### src/rtl/counter_req_arbiter.sv
// counter_req_arbiter: round-robin arbiter sharing the counter between a byte-strobed port A and a full-word port B
module counter_req_arbiter #(
  parameter int BITS = 16,
  localparam int NSTRB = BITS / 8
) (
  input  logic             clk,
  input  logic             reset,
  input  logic             run,
  input  logic             a_valid,
  input  logic             a_we,
  input  logic [NSTRB-1:0] a_wstrb,
  input  logic [BITS-1:0]  a_wdata,
  output logic             a_ready,
  output logic [BITS-1:0]  a_rdata,
  input  logic             b_valid,
  input  logic             b_we,
  input  logic [BITS-1:0]  b_wdata,
  output logic             b_ready,
  output logic [BITS-1:0]  b_rdata,
  input  logic [BITS-1:0]  cnt_value,
  output logic             cnt_load,
  output logic [BITS-1:0]  cnt_load_val,
  output logic             cnt_inc,
  output logic             busy,
  output logic [1:0]       grant
);
  typedef enum logic [1:0] {IDLE, SERVE, DONE} state_t;
  state_t state, state_nx;
  logic rr_ptr, owner, we_q, pick;
  logic [BITS-1:0] wdata_q, merged;
  logic [NSTRB-1:0] wstrb_q;
  assign pick = a_valid & b_valid ? rr_ptr : b_valid;
  always_comb begin
    state_nx = IDLE;
    state_nx = state == IDLE ? (a_valid | b_valid ? SERVE : IDLE) : state == SERVE ? DONE : IDLE;
  end
  // rr_ptr prefers the port that was not just served
  always_ff @(posedge clk) begin
    if (reset) begin
      state <= IDLE;
      rr_ptr <= 1'b0;
      a_rdata <= '0;
      b_rdata <= '0;
      grant <= 2'b00;
    end else begin
      state <= state_nx;
      if (state == IDLE && (a_valid | b_valid)) begin
        owner <= pick;
        we_q <= pick ? b_we : a_we;
        wdata_q <= pick ? b_wdata : a_wdata;
        wstrb_q <= a_wstrb;
        grant <= pick ? 2'b10 : 2'b01;
      end
      if (state == SERVE && owner) b_rdata <= cnt_value;
      if (state == SERVE && !owner) a_rdata <= cnt_value;
      if (state == DONE) rr_ptr <= ~owner;
    end
  end
  for (genvar i = 0; i < NSTRB; i++) begin : g_byte
    assign merged[8*i +: 8] = wstrb_q[i] ? wdata_q[8*i +: 8] : cnt_value[8*i +: 8];
  end
  assign cnt_load = state == SERVE && we_q && (owner || |wstrb_q);
  assign cnt_load_val = owner ? wdata_q : merged;
  assign cnt_inc = run & ~cnt_load;
  assign busy = state != IDLE;
  assign a_ready = state == DONE && !owner;
  assign b_ready = state == DONE && owner;
endmodule

### config.mk
export PLATFORM = sky130hd
export DESIGN_NAME = counter_req_arbiter
export DESIGN_NICKNAME = d
export VERILOG_FILES = /design/src/rtl/counter_req_arbiter.sv
export SDC_FILE = /design/constraint.sdc
export NUM_CORES = 1
export LEC_CHECK = 0
export BUFFER_PORTS_ARGS = -buffer_cell sky130_fd_sc_hd__buf_2
export CAP_MARGIN = 15
export CORE_ASPECT_RATIO = 0.9
export CORE_MARGIN = 2
export CORE_UTILIZATION = 40
export CTS_CLUSTER_SIZE = 28
export DETAILED_ROUTE_END_ITERATION = 7
export PLACE_DENSITY = 0.84
export SYNTH_ARGS = -nofsm -noshare
export SYNTH_HDL_FRONTEND = slang
export SYNTH_SLANG_ARGS = --single-unit
### constraint.sdc
create_clock -name clk -period 2.6 [get_ports clk]
set_clock_uncertainty 0.05 [all_clocks]
set_input_delay 0.39 -clock clk [delete_from_list [all_inputs] [get_ports clk]]
set_output_delay 0.39 -clock clk [all_outputs]
set_load 0.01 [all_outputs]
==> results of run 1 <==
[layout make-up]
| cell class | instances | area share (%) |
|---|---|---|
| Timing Repair Buffer | 113 | 17.7 |
| Tap cell | 70 | 2.72 |
| Sequential cell | 57 | 41.6 |
| Inverter | 3 | 0.349 |
| Clock buffer | 13 | 5.90 |
| Multi-Input combinational cell | 154 | 31.2 |
| Clock inverter | 3 | 0.582 |
[sequential cells by signal, indices dropped and copies added, names as in the netlist]
register	cells
a_rdata	16
b_rdata	16
wdata_q	16
grant	2
state	2
wstrb_q	2
owner	1
rr_ptr	1
we_q	1
[power by group through the flow]
stage | clock, mW | combinational (mW) | sequential [mW]
final | 0.826 | 0.294 | 1.01
after global routing | 0.878 | 0.325 | 1.01
after CTS | 0.839 | 0.298 | 1.01
after detailed placement | 0 | 0.296 | 1.03
after global placement | 0 | 0.288 | 1.02
after floorplan | 0 | 0.170 | 1.03
[metrics by stage]
| stage | power [mW] | hold WS (ps) | cell area (µm²) | util (%) |
|---|---|---|---|---|
| after floorplan | 1.20 | 428 | 2440 | - |
| after global placement | 1.31 | 390 | 3020 | 52.1 |
| after detailed placement | 1.32 | 398 | 3020 | 52.1 |
| after CTS | 2.14 | 191 | 3230 | 55.7 |
| after global routing | 2.22 | 189 | 3230 | 55.7 |
| final | 2.13 | 205 | 3230 | 55.7 |
[synthesized netlist by cell type]
master and number:
sky130_fd_sc_hd__buf_4 1, sky130_fd_sc_hd__mux2_1 5, sky130_fd_sc_hd__buf_12 1, sky130_fd_sc_hd__and3b_1 2
sky130_fd_sc_hd__a21oi_1 24, sky130_fd_sc_hd__o21bai_1 1, sky130_fd_sc_hd__or3b_1 1, sky130_fd_sc_hd__nor3b_4 1
sky130_fd_sc_hd__nor3b_1 1, sky130_fd_sc_hd__mux2_2 28, sky130_fd_sc_hd__and3_1 1, sky130_fd_sc_hd__buf_6 2
sky130_fd_sc_hd__nand2_2 11, sky130_fd_sc_hd__clkbuf_1 4, sky130_fd_sc_hd__nor2_2 2, sky130_fd_sc_hd__nand2_1 54
sky130_fd_sc_hd__nor4b_1 1, sky130_fd_sc_hd__buf_2 5, sky130_fd_sc_hd__edfxtp_1 20, sky130_fd_sc_hd__inv_1 3
sky130_fd_sc_hd__dfxtp_1 37, sky130_fd_sc_hd__a21oi_2 10, sky130_fd_sc_hd__nand3_1 1, sky130_fd_sc_hd__nand3b_1 1
sky130_fd_sc_hd__nor2b_1 1, sky130_fd_sc_hd__o21ai_0 1, sky130_fd_sc_hd__nor2_1 2, sky130_fd_sc_hd__nor3_1 5
sky130_fd_sc_hd__nand2b_1 1
[metal layers]
| layer | up-vias | wire length (µm) | track usage [%] | part of all wire [%] |
|---|---|---|---|---|
| li1 | 999 | - | - | - |
| met1 | 931 | 2550 | 22.7 | 42 |
| met2 | 65 | 2990 | 30.9 | 49 |
| met3 | 17 | 332 | 4.63 | 5.5 |
| met4 | 0 | 176 | 8.91 | 2.9 |
| met5 | - | 0 | 0 | 0 |
[worst min-delay path by stage]
stage          startpoint         end  depth (start not counted)
6_report       a_wstrb[1]  wstrb_q[1]                          1
5_1_grt        a_wstrb[1]  wstrb_q[1]                          1
4_1_cts        a_wstrb[1]  wstrb_q[1]                          1
3_5_place_dp   b_rdata[5]  b_rdata[5]                          2
3_3_place_gp   b_rdata[7]  b_rdata[7]                          2
2_1_floorplan      rr_ptr      rr_ptr                          2
[logic make-up (layout without fill, tap and decap cells)]
group / after synthesis / after routing / share of synthesized area, %
and+or+nand+nor: 85 / 85 / 16.7
muxes: 33 / 33 / 15.2
buffers and inverters: 16 / 132 / 4.15
AOI/OAI and AO/OA: 36 / 36 / 9.01
DFF: 57 / 57 / 54.9
==> flow_metrics.py, run 1 <==
metrics = {
    "critical_path": {
        "path_depth": 3,
        "cp_cell_sequence": "nor2_2 > mux2_2 > buf_2",
        "critPathMaxFanout": 9,
        "rr_endpoint": "a_rdata[3]",
        "critical_path.slowest_cell": "sky130_fd_sc_hd__edfxtp_1",
        "critical_path.reg2reg.startpoint": "owner",
        "critical_path.endpoint": "cnt_load_val[7]",
        "critPathArrivalTime_ps": 1800,
        "timing.critical_path.slowest_cell_delay_ps": 530,
        "critPathLaunch": "owner",
        "critPathTopFamily": "flip-flops",
        "crit_type": "reg2out",
        "r2r_slack_ps": 890,
        "worst_setup_path_end_kind": "output port",
        "critPathRequiredTime_ps": 2160,
        "critPathBufInv": 1,
        "worst_setup_path_start_kind": "flip-flop",
        "r2r_cells": 3,
    },
    "layout": {
        "multiInputGateArea_mm2": 0.00101,
        "layout_cells_excl_fill": 413,
        "areaGrowthSynthToFinish_pct": 32.0,
        "register_area_mm2": 0.00134,
        "num_antenna_cells": 0,
        "design.final.nets": 395,
        "most-common-layout-cells": "111 x sky130_fd_sc_hd__buf_2, 54 x sky130_fd_sc_hd__nand2_1, 37 x sky130_fd_sc_hd__dfxtp_1, 28 x sky130_fd_sc_hd__mux2_2, 24 x sky130_fd_sc_hd__a21oi_1",
        "final_common_cell": "sky130_fd_sc_hd__buf_2",
        "final_layout_size_suffix_gt1_share_pct": 53.1,
        "nFillCells": 542,
    },
    "sta": {
        "max_freq_ghz": 0.445,
        "min_period_over_period_pct": 86.3,
        "final-hold-violation-count": 0,
        "worst_slack_ps": 355,
        "finalSetupViolCount": 0,
        "final.min_clock_period_ps": 2240,
        "sum_of_negative_setup_slack_ps": 0,
        "setup_repair_after_global_routing_missed_its_margin": "false",
        "timing.final.max_slew_violations": 0,
        "worst-slew-pin-transition_ps": 739,
        "timing.max_slew.rel_slack_pct": 50.7,
    },
    "floorplan": {
        "row_count": 26,
        "floorplan.io_pins": 112,
        "die_area_mm2": 0.00675,
        "fp.coreArea_mm2": 0.00579,
        "floorplan.initialDensity_pct": 42.2,
        "die_w_um": 86.4,
        "die_h_um": 78.2,
    },
    "yosys": {
        "syn_inst": 227,
        "yosysTopAreaCell": "sky130_fd_sc_hd__dfxtp_1",
        "synth_area_leaders": "sky130_fd_sc_hd__dfxtp_1 30%, sky130_fd_sc_hd__edfxtp_1 25%, sky130_fd_sc_hd__mux2_2 13%, sky130_fd_sc_hd__nand2_1 8.3%, sky130_fd_sc_hd__a21oi_1 4.9%",
        "mappedNetlistArea_mm2": 0.00244,
        "yosys_register_bits": 57,
        "syn_area_per_cell_um2": 10.8,
        "yosys_warnings": 0,
        "netlist-cell-type-count": 29,
        "synth.yosys.seq_area_share_pct": 54.9,
        "post-synth-top-area-fraction_pct": 30.3,
        "syn-num-nets": 284,
    },
    "placement": {
        "place.gp.congestion": 0.932,
        "dpl.cell_count": 397,
        "placement.io_buffers": 111,
        "hpwl_um": 4600,
        "pre_cts_slack_ps": 675,
    },
    "outcome": {
        "outcome": "finished clean",
    },
    "cts": {
        "cts_repair_resize_count": 0,
        "clock_path_buffers": 2,
        "cts_inserted_buffers": 9,
        "cts_sinks": 57,
        "cts-htree-levels": 3,
        "tritoncts": "yes",
        "cts_root_buf": "sky130_fd_sc_hd__clkbuf_8",
        "clk_transition_reported_paths_ps": 60,
        "total_of_hold_buffers_inserted_after_clock_tree_synthesis": 0,
        "post_cts_buffers": 0,
        "clock_insertion_delay_worst_skew_ps": 320,
    },
    "grt": {
        "grt.overflow.total": 0,
        "gr_util_all_layers_pct": 18.7,
        "grt_start_max_net_pins": 38,
        "antenna_found_initial": 0,
        "grt_first_pass_wirelength_um": 9880,
        "number_of_global_route_vias_before_repair": 2032,
    },
    "pwr": {
        "power_density_mw_per_mm2": 660,
        "power.share.combinational_pct": 13.8,
        "internal-power_mw": 1.60,
        "share_seq_of_total_power_pct": 47.3,
        "power.switching_fraction_pct": 25.0,
        "vdd.ir_drop.worst_mv": 0.401,
        "switchingPower_mw": 0.531,
        "pwr-share-clk_pct": 38.8,
        "static-leakage-power_nw": 1.39,
    },
    "drt": {
        "avgRoutedWirePerCell_um": 14.7,
        "detailed_routing_iteration_count_for_the_pre_antenna_repair_pass": 4,
        "num_vias": 2012,
        "route.final.wire_length_um": 6060,
        "drc": 0,
        "routed_via_density": 4.87,
        "drt_iter0_markers": 163,
        "detail-route-antenna-nets": 0,
    },
    "hold_path": {
        "hold_path_class": "in2reg",
    },
    "job": {
        "cap_viol_max_count": 0,
    },
}
Power figures use the tool's default switching activity.
==> run 2, diff against run 1 <==
--- a/config.mk
+++ b/config.mk
@@ -12,6 +12,7 @@
 export CORE_UTILIZATION = 40
 export CTS_CLUSTER_SIZE = 28
 export DETAILED_ROUTE_END_ITERATION = 7
+export MAX_ROUTING_LAYER = met4
 export PLACE_DENSITY = 0.84
 export SYNTH_ARGS = -nofsm -noshare
 export SYNTH_HDL_FRONTEND = slang
==> run 2 against run 1 <==
  * Sequential power is essentially flat
  * First-iteration DRC count fell by 50%
  * Register-to-register slack lost 20 ps
  * Critical path type unchanged
  * Critical path depth did not move
  * Flip-flop and latch count did not move
  * Global-route usage fell by 0.31 points
  * Setup slack got worse by 11 ps
  * Power down 8.0%
  * Worst hold slack hardly changed
==> flow_metrics.py, run 2 (synthesis gave the netlist of run 1 again) <==
metrics = {
    "outcome": {
        "outcome": "finished clean",
    },
    "floorplan": {
        "floorplan.io_pins": 112,
        "die_w_um": 86.4,
        "die_area_mm2": 0.00675,
        "fp.coreArea_mm2": 0.00579,
        "floorplan.initialDensity_pct": 42.2,
        "row_count": 26,
        "die_h_um": 78.2,
    },
    "layout": {
        "final_layout_size_suffix_gt1_share_pct": 51.8,
        "areaGrowthSynthToFinish_pct": 29.4,
        "finalCoreUtilization_pct": 54.6,
        "design.final.nets": 394,
        "num_antenna_cells": 0,
        "nFillCells": 546,
        "multiInputGateArea_mm2": 0.00101,
        "finalInstanceArea_mm2": 0.00316,
        "register_area_mm2": 0.00134,
        "biggestRegsByFlops": "a_rdata x16, b_rdata x16, wdata_q x16",
        "final_common_cell": "sky130_fd_sc_hd__buf_2",
        "most-common-layout-cells": "111 x sky130_fd_sc_hd__buf_2, 54 x sky130_fd_sc_hd__nand2_1, 37 x sky130_fd_sc_hd__dfxtp_1, 28 x sky130_fd_sc_hd__mux2_2, 24 x sky130_fd_sc_hd__a21oi_1",
    },
    "grt": {
        "number_of_global_route_vias_before_repair": 1959,
        "grtUsageMet2_pct": 28.5,
        "antenna_found_initial": 0,
        "grt.overflow.total": 0,
        "gr_util_all_layers_pct": 18.4,
        "grt_first_pass_wirelength_um": 9520,
        "globalRouteMet3Util_pct": 3.47,
        "grt.met1_usage_pct": 22.9,
        "grt_start_max_net_pins": 39,
        "grt.busiest_layer": "met2",
    },
    "cts": {
        "clock_path_buffers": 2,
        "total_of_hold_buffers_inserted_after_clock_tree_synthesis": 0,
        "cts-htree-levels": 3,
        "clock_insertion_delay_worst_skew_ps": 310,
        "cts_inserted_buffers": 9,
        "clk_transition_reported_paths_ps": 50,
        "cts_repair_resize_count": 0,
        "post_cts_buffers": 0,
        "tritoncts": "yes",
        "cts_sinks": 57,
        "cts_root_buf": "sky130_fd_sc_hd__clkbuf_8",
    },
    "sta": {
        "finalSetupViolCount": 0,
        "final.min_clock_period_ps": 2260,
        "final-hold-violation-count": 0,
        "timing.final.max_slew_violations": 0,
        "worst-slew-pin-transition_ps": 787,
        "max_freq_ghz": 0.443,
        "hold-worst-slack_ps": 205,
        "sum_of_negative_setup_slack_ps": 0,
        "timing.max_slew.rel_slack_pct": 47.5,
        "setup_repair_after_global_routing_missed_its_margin": "false",
        "min_period_over_period_pct": 86.8,
    },
    "drt": {
        "num_vias": 1976,
        "detailed_routing_iteration_count_for_the_pre_antenna_repair_pass": 4,
        "drt_iter0_markers": 82,
        "drc": 0,
        "route.final.wire_length_um": 5780,
        "routed_via_density": 4.82,
        "detail-route-antenna-nets": 0,
        "avgRoutedWirePerCell_um": 14.1,
    },
    "placement": {
        "placed_cell_area_mm2": 0.00301,
        "hpwl_um": 4420,
        "placement.io_buffers": 111,
        "place.gp.congestion": 0.946,
    },
    "critical_path": {
        "critical_path.reg2reg.startpoint": "owner",
        "critical_path.slowest_cell": "sky130_fd_sc_hd__edfxtp_1",
        "worst_setup_path_start_kind": "flip-flop",
        "r2r_cells": 3,
        "critPathArrivalTime_ps": 1820,
        "critPathMaxFanout": 9,
        "cp_cell_sequence": "nor2_2 > mux2_2 > buf_2",
        "r2r_slack_ps": 870,
        "crit_type": "reg2out",
        "worst_setup_path_end_kind": "output port",
        "critPathLaunch": "owner",
        "timing.critical_path.slowest_cell_delay_ps": 530,
        "critical_path.endpoint": "cnt_load_val[2]",
        "critPathRequiredTime_ps": 2160,
        "rr_endpoint": "a_rdata[3]",
    },
    "pwr": {
        "power_density_mw_per_mm2": 619,
        "totalPowerFinal_mw": 1.96,
        "power.share.combinational_pct": 14.9,
        "share_seq_of_total_power_pct": 51.4,
        "switchingPower_mw": 0.483,
        "static-leakage-power_nw": 1.36,
        "internal-power_mw": 1.48,
        "pwr-share-clk_pct": 33.8,
        "vdd.ir_drop.worst_mv": 0.325,
        "power.switching_fraction_pct": 24.7,
    },
    "job": {
        "cap_viol_max_count": 0,
    },
    "hold_path": {
        "worstHoldPathCells": 1,
        "hold_path_class": "in2reg",
    },
}
-- run 2: cell count changes in the layout (fill, tap and decap cells not counted), sizes merged --
cell	previous run	this run
inv	4	3
buf	113	112
clkinvlp	1	0
-- run 2: layout make-up --
cell class,count,area share (%)
clock buffer,13,4.71
clock inverter,1,0.158
inverter,3,0.356
multi-input combinational,154,31.8
sequential,57,42.4
tap,70,2.77
timing repair buffer,112,17.8
-- run 2: layer usage --
layer  vias up  wire length, µm
met5         -                0
met4         0              145
met3        15              294
met2        58             2790
met1       904             2550
li1        999                -
-- run 2: worst max-delay path: cells and delay by family, from the launching register on --
kind                   cells  cell delay (ps)
buffers and inverters      1              140
flip-flops                 1              530
multiplexers               1              390
AND/OR/NAND/NOR            1              430
-- run 2: per-stage QoR --
stage                     worst slack, ps  std cells
after floorplan                      3.27        227
after global placement                733        396
after detailed placement              678        396
after CTS                             323        410
after global routing                  267        410
final                                 344        410
-- run 2: worst min path at each step --
stage,endpoint,start
after CTS,wstrb_q[1],a_wstrb[1]
after global placement,b_rdata[7],b_rdata[7]
after detailed placement,b_rdata[6],b_rdata[6]
after global routing,wstrb_q[0],a_wstrb[0]
final,wstrb_q[1],a_wstrb[1]
after floorplan,rr_ptr,rr_ptr
-- run 2: power by group through the flow --
stage / Combinational, mW / Clock [mW] / Sequential (mW)
final: 0.291 / 0.661 / 1.01
after global routing: 0.322 / 0.718 / 1.01
after CTS: 0.296 / 0.680 / 1.01
after detailed placement: 0.294 / 0 / 1.03
after global placement: 0.287 / 0 / 1.02
after floorplan: 0.170 / 0 / 1.03
==> run 3, diff against run 2 <==
--- a/config.mk
+++ b/config.mk
@@ -7,13 +7,15 @@
 export LEC_CHECK = 0
 export BUFFER_PORTS_ARGS = -buffer_cell sky130_fd_sc_hd__buf_2
 export CAP_MARGIN = 15
+export CELL_PAD_IN_SITES_DETAIL_PLACEMENT = 0
+export CELL_PAD_IN_SITES_GLOBAL_PLACEMENT = 1
 export CORE_ASPECT_RATIO = 0.9
 export CORE_MARGIN = 2
-export CORE_UTILIZATION = 40
+export CORE_UTILIZATION = 31
 export CTS_CLUSTER_SIZE = 28
 export DETAILED_ROUTE_END_ITERATION = 7
 export MAX_ROUTING_LAYER = met4
-export PLACE_DENSITY = 0.84
+export PLACE_DENSITY = 0.86
 export SYNTH_ARGS = -nofsm -noshare
 export SYNTH_HDL_FRONTEND = slang
 export SYNTH_SLANG_ARGS = --single-unit
==> run 3 against run 2 <==
  * Clock-buffer cell count is 2 lower
  * Clock power grew 37%
  * Register-to-register slack got worse by 30 ps
  * Critical path depth stayed put
  * Final area increased by 3.4%
  * Worst hold slack worse by 19 ps
  * Setup slack got worse by 44 ps
  * Wire length rose by 8.8%
  * Via count rose by 2.0%
  * Die area up 28%
  * Core utilization is 12 points lower
  * Critical endpoint is now cnt_load_val[0]
  * Largest cell class unchanged
==> flow_metrics.py, run 3 (synthesis gave the netlist of run 1 again) <==
metrics = {
    "outcome": {
        "outcome": "finished clean",
    },
    "critical_path": {
        "rr_endpoint": "a_rdata[7]",
        "crit_type": "reg2out",
        "worst_setup_path_start_kind": "flip-flop",
        "critPathRequiredTime_ps": 2160,
        "r2r_slack_ps": 840,
        "critical_path.reg2reg.startpoint": "owner",
        "worst_setup_path_end_kind": "output port",
        "critPathMaxFanout": 9,
        "critPathArrivalTime_ps": 1860,
        "r2r_cells": 3,
    },
    "sta": {
        "final-hold-violation-count": 0,
        "worst-slew-pin-transition_ps": 783,
        "max_freq_ghz": 0.435,
        "sum_of_negative_setup_slack_ps": 0,
        "timing.max_slew.rel_slack_pct": 47.8,
        "timing.final.max_slew_violations": 0,
        "final.min_clock_period_ps": 2300,
        "setup_repair_after_global_routing_missed_its_margin": "false",
        "min_period_over_period_pct": 88.5,
        "finalSetupViolCount": 0,
    },
    "layout": {
        "register_area_mm2": 0.00134,
        "nFillCells": 788,
        "multiInputGateArea_mm2": 0.00101,
        "final_common_cell": "sky130_fd_sc_hd__buf_2",
        "design.final.nets": 395,
        "finalCoreUtilization_pct": 43.1,
        "num_antenna_cells": 0,
        "biggestRegsByFlops": "a_rdata x16, b_rdata x16, wdata_q x16",
        "finalInstanceArea_mm2": 0.00327,
        "most-common-layout-cells": "111 x sky130_fd_sc_hd__buf_2, 54 x sky130_fd_sc_hd__nand2_1, 37 x sky130_fd_sc_hd__dfxtp_1, 28 x sky130_fd_sc_hd__mux2_2, 24 x sky130_fd_sc_hd__a21oi_1",
        "final_layout_size_suffix_gt1_share_pct": 52.5,
        "areaGrowthSynthToFinish_pct": 33.8,
    },
    "pwr": {
        "totalPowerFinal_mw": 2.21,
        "static-leakage-power_nw": 1.39,
        "vdd.ir_drop.worst_mv": 0.287,
        "power_density_mw_per_mm2": 676,
    },
    "cts": {
        "total_of_hold_buffers_inserted_after_clock_tree_synthesis": 0,
        "cts-htree-levels": 3,
        "post_cts_buffers": 0,
        "clock_insertion_delay_worst_skew_ps": 330,
        "cts_sinks": 57,
        "cts_repair_resize_count": 0,
        "clock_path_buffers": 2,
        "clk_transition_reported_paths_ps": 70,
        "cts_root_buf": "sky130_fd_sc_hd__clkbuf_8",
        "cts_inserted_buffers": 9,
        "tritoncts": "yes",
    },
    "hold_path": {
        "hold_path_class": "in2reg",
        "timing.hold.worst.start": "a_wstrb[1]",
        "worstHoldPathCells": 1,
        "min_delay_worst_endpoint": "wstrb_q[1]",
    },
    "drt": {
        "routed-wl-met2_um": 2860,
        "route.final.wire_length_um": 6290,
        "avgRoutedWirePerCell_um": 14.3,
        "drt_iter0_markers": 56,
        "route.layer.met1.wl_um": 2970,
        "highest-signal-layer": "met4",
        "routed_via_density": 4.59,
        "detail-route-antenna-nets": 0,
        "drc": 0,
        "num_vias": 2015,
        "detailed_routing_iteration_count_for_the_pre_antenna_repair_pass": 4,
        "met3RoutedLength_um": 397,
    },
    "grt": {
        "number_of_global_route_vias_before_repair": 1866,
        "gr_util_all_layers_pct": 14.7,
        "grt_first_pass_wirelength_um": 9440,
        "grt.overflow.total": 0,
        "grt_start_max_net_pins": 38,
        "antenna_found_initial": 0,
    },
    "placement": {
        "hpwl_um": 4590,
        "placed_cell_area_mm2": 0.00305,
        "placement.io_buffers": 111,
        "place.gp.congestion": 0.845,
    },
    "floorplan": {
        "fp.coreArea_mm2": 0.00758,
        "die_w_um": 97.6,
        "floorplan.io_pins": 112,
        "floorplan.initialDensity_pct": 32.2,
        "row_count": 30,
        "die_area_mm2": 0.00861,
        "die_h_um": 88.2,
    },
    "job": {
        "cap_viol_max_count": 0,
    },
}
run 3: layer usage:
metal	GRT usage, %	vias to the layer above
met5	-	-
met4	5.30	0
met3	4.66	7
met2	21.5	75
met1	19.3	931
li1	-	1002
run 3: area by class of cell:
type | instances | area share, %
well taps | 96 | 3.67
inverters | 3 | 0.344
repair buffers | 113 | 17.5
flip-flops and latches | 57 | 41.0
clock buffers | 11 | 4.32
clock inverters | 5 | 2.41
multi-input cells | 154 | 30.8
run 3: critical path, stage by stage, from the launching register on:
cell and delay [ps]:
sky130_fd_sc_hd__edfxtp_1 540, sky130_fd_sc_hd__nor2_2 450, sky130_fd_sc_hd__mux2_2 400, sky130_fd_sc_hd__buf_2 140
run 3: report_power, final:
group          switching, mW  internal [mW]  leakage, nW
clock                  0.344          0.563        0.103
sequential            0.0271          0.979        0.489
combinational          0.160          0.136        0.798
run 3: worst max-delay path by stage:
stage          startpoint         endpoint  cells after the start
2_1_floorplan    state[1]            owner                      4
3_3_place_gp        owner  cnt_load_val[5]                      3
3_5_place_dp        owner  cnt_load_val[6]                      3
4_1_cts             owner  cnt_load_val[6]                      3
5_1_grt             owner  cnt_load_val[5]                      3
6_report            owner  cnt_load_val[0]                      3
run 3: stage by stage:
| stage | setup slack, ps | hold slack, ps | cells |
|---|---|---|---|
| floorplan | 3.27 | 428 | 227 |
| global route | 218 | 164 | 439 |
| finish | 300 | 185 | 439 |
| CTS | 260 | 165 | 439 |
| global placement | 674 | 390 | 423 |
| detailed placement | 638 | 395 | 423 |
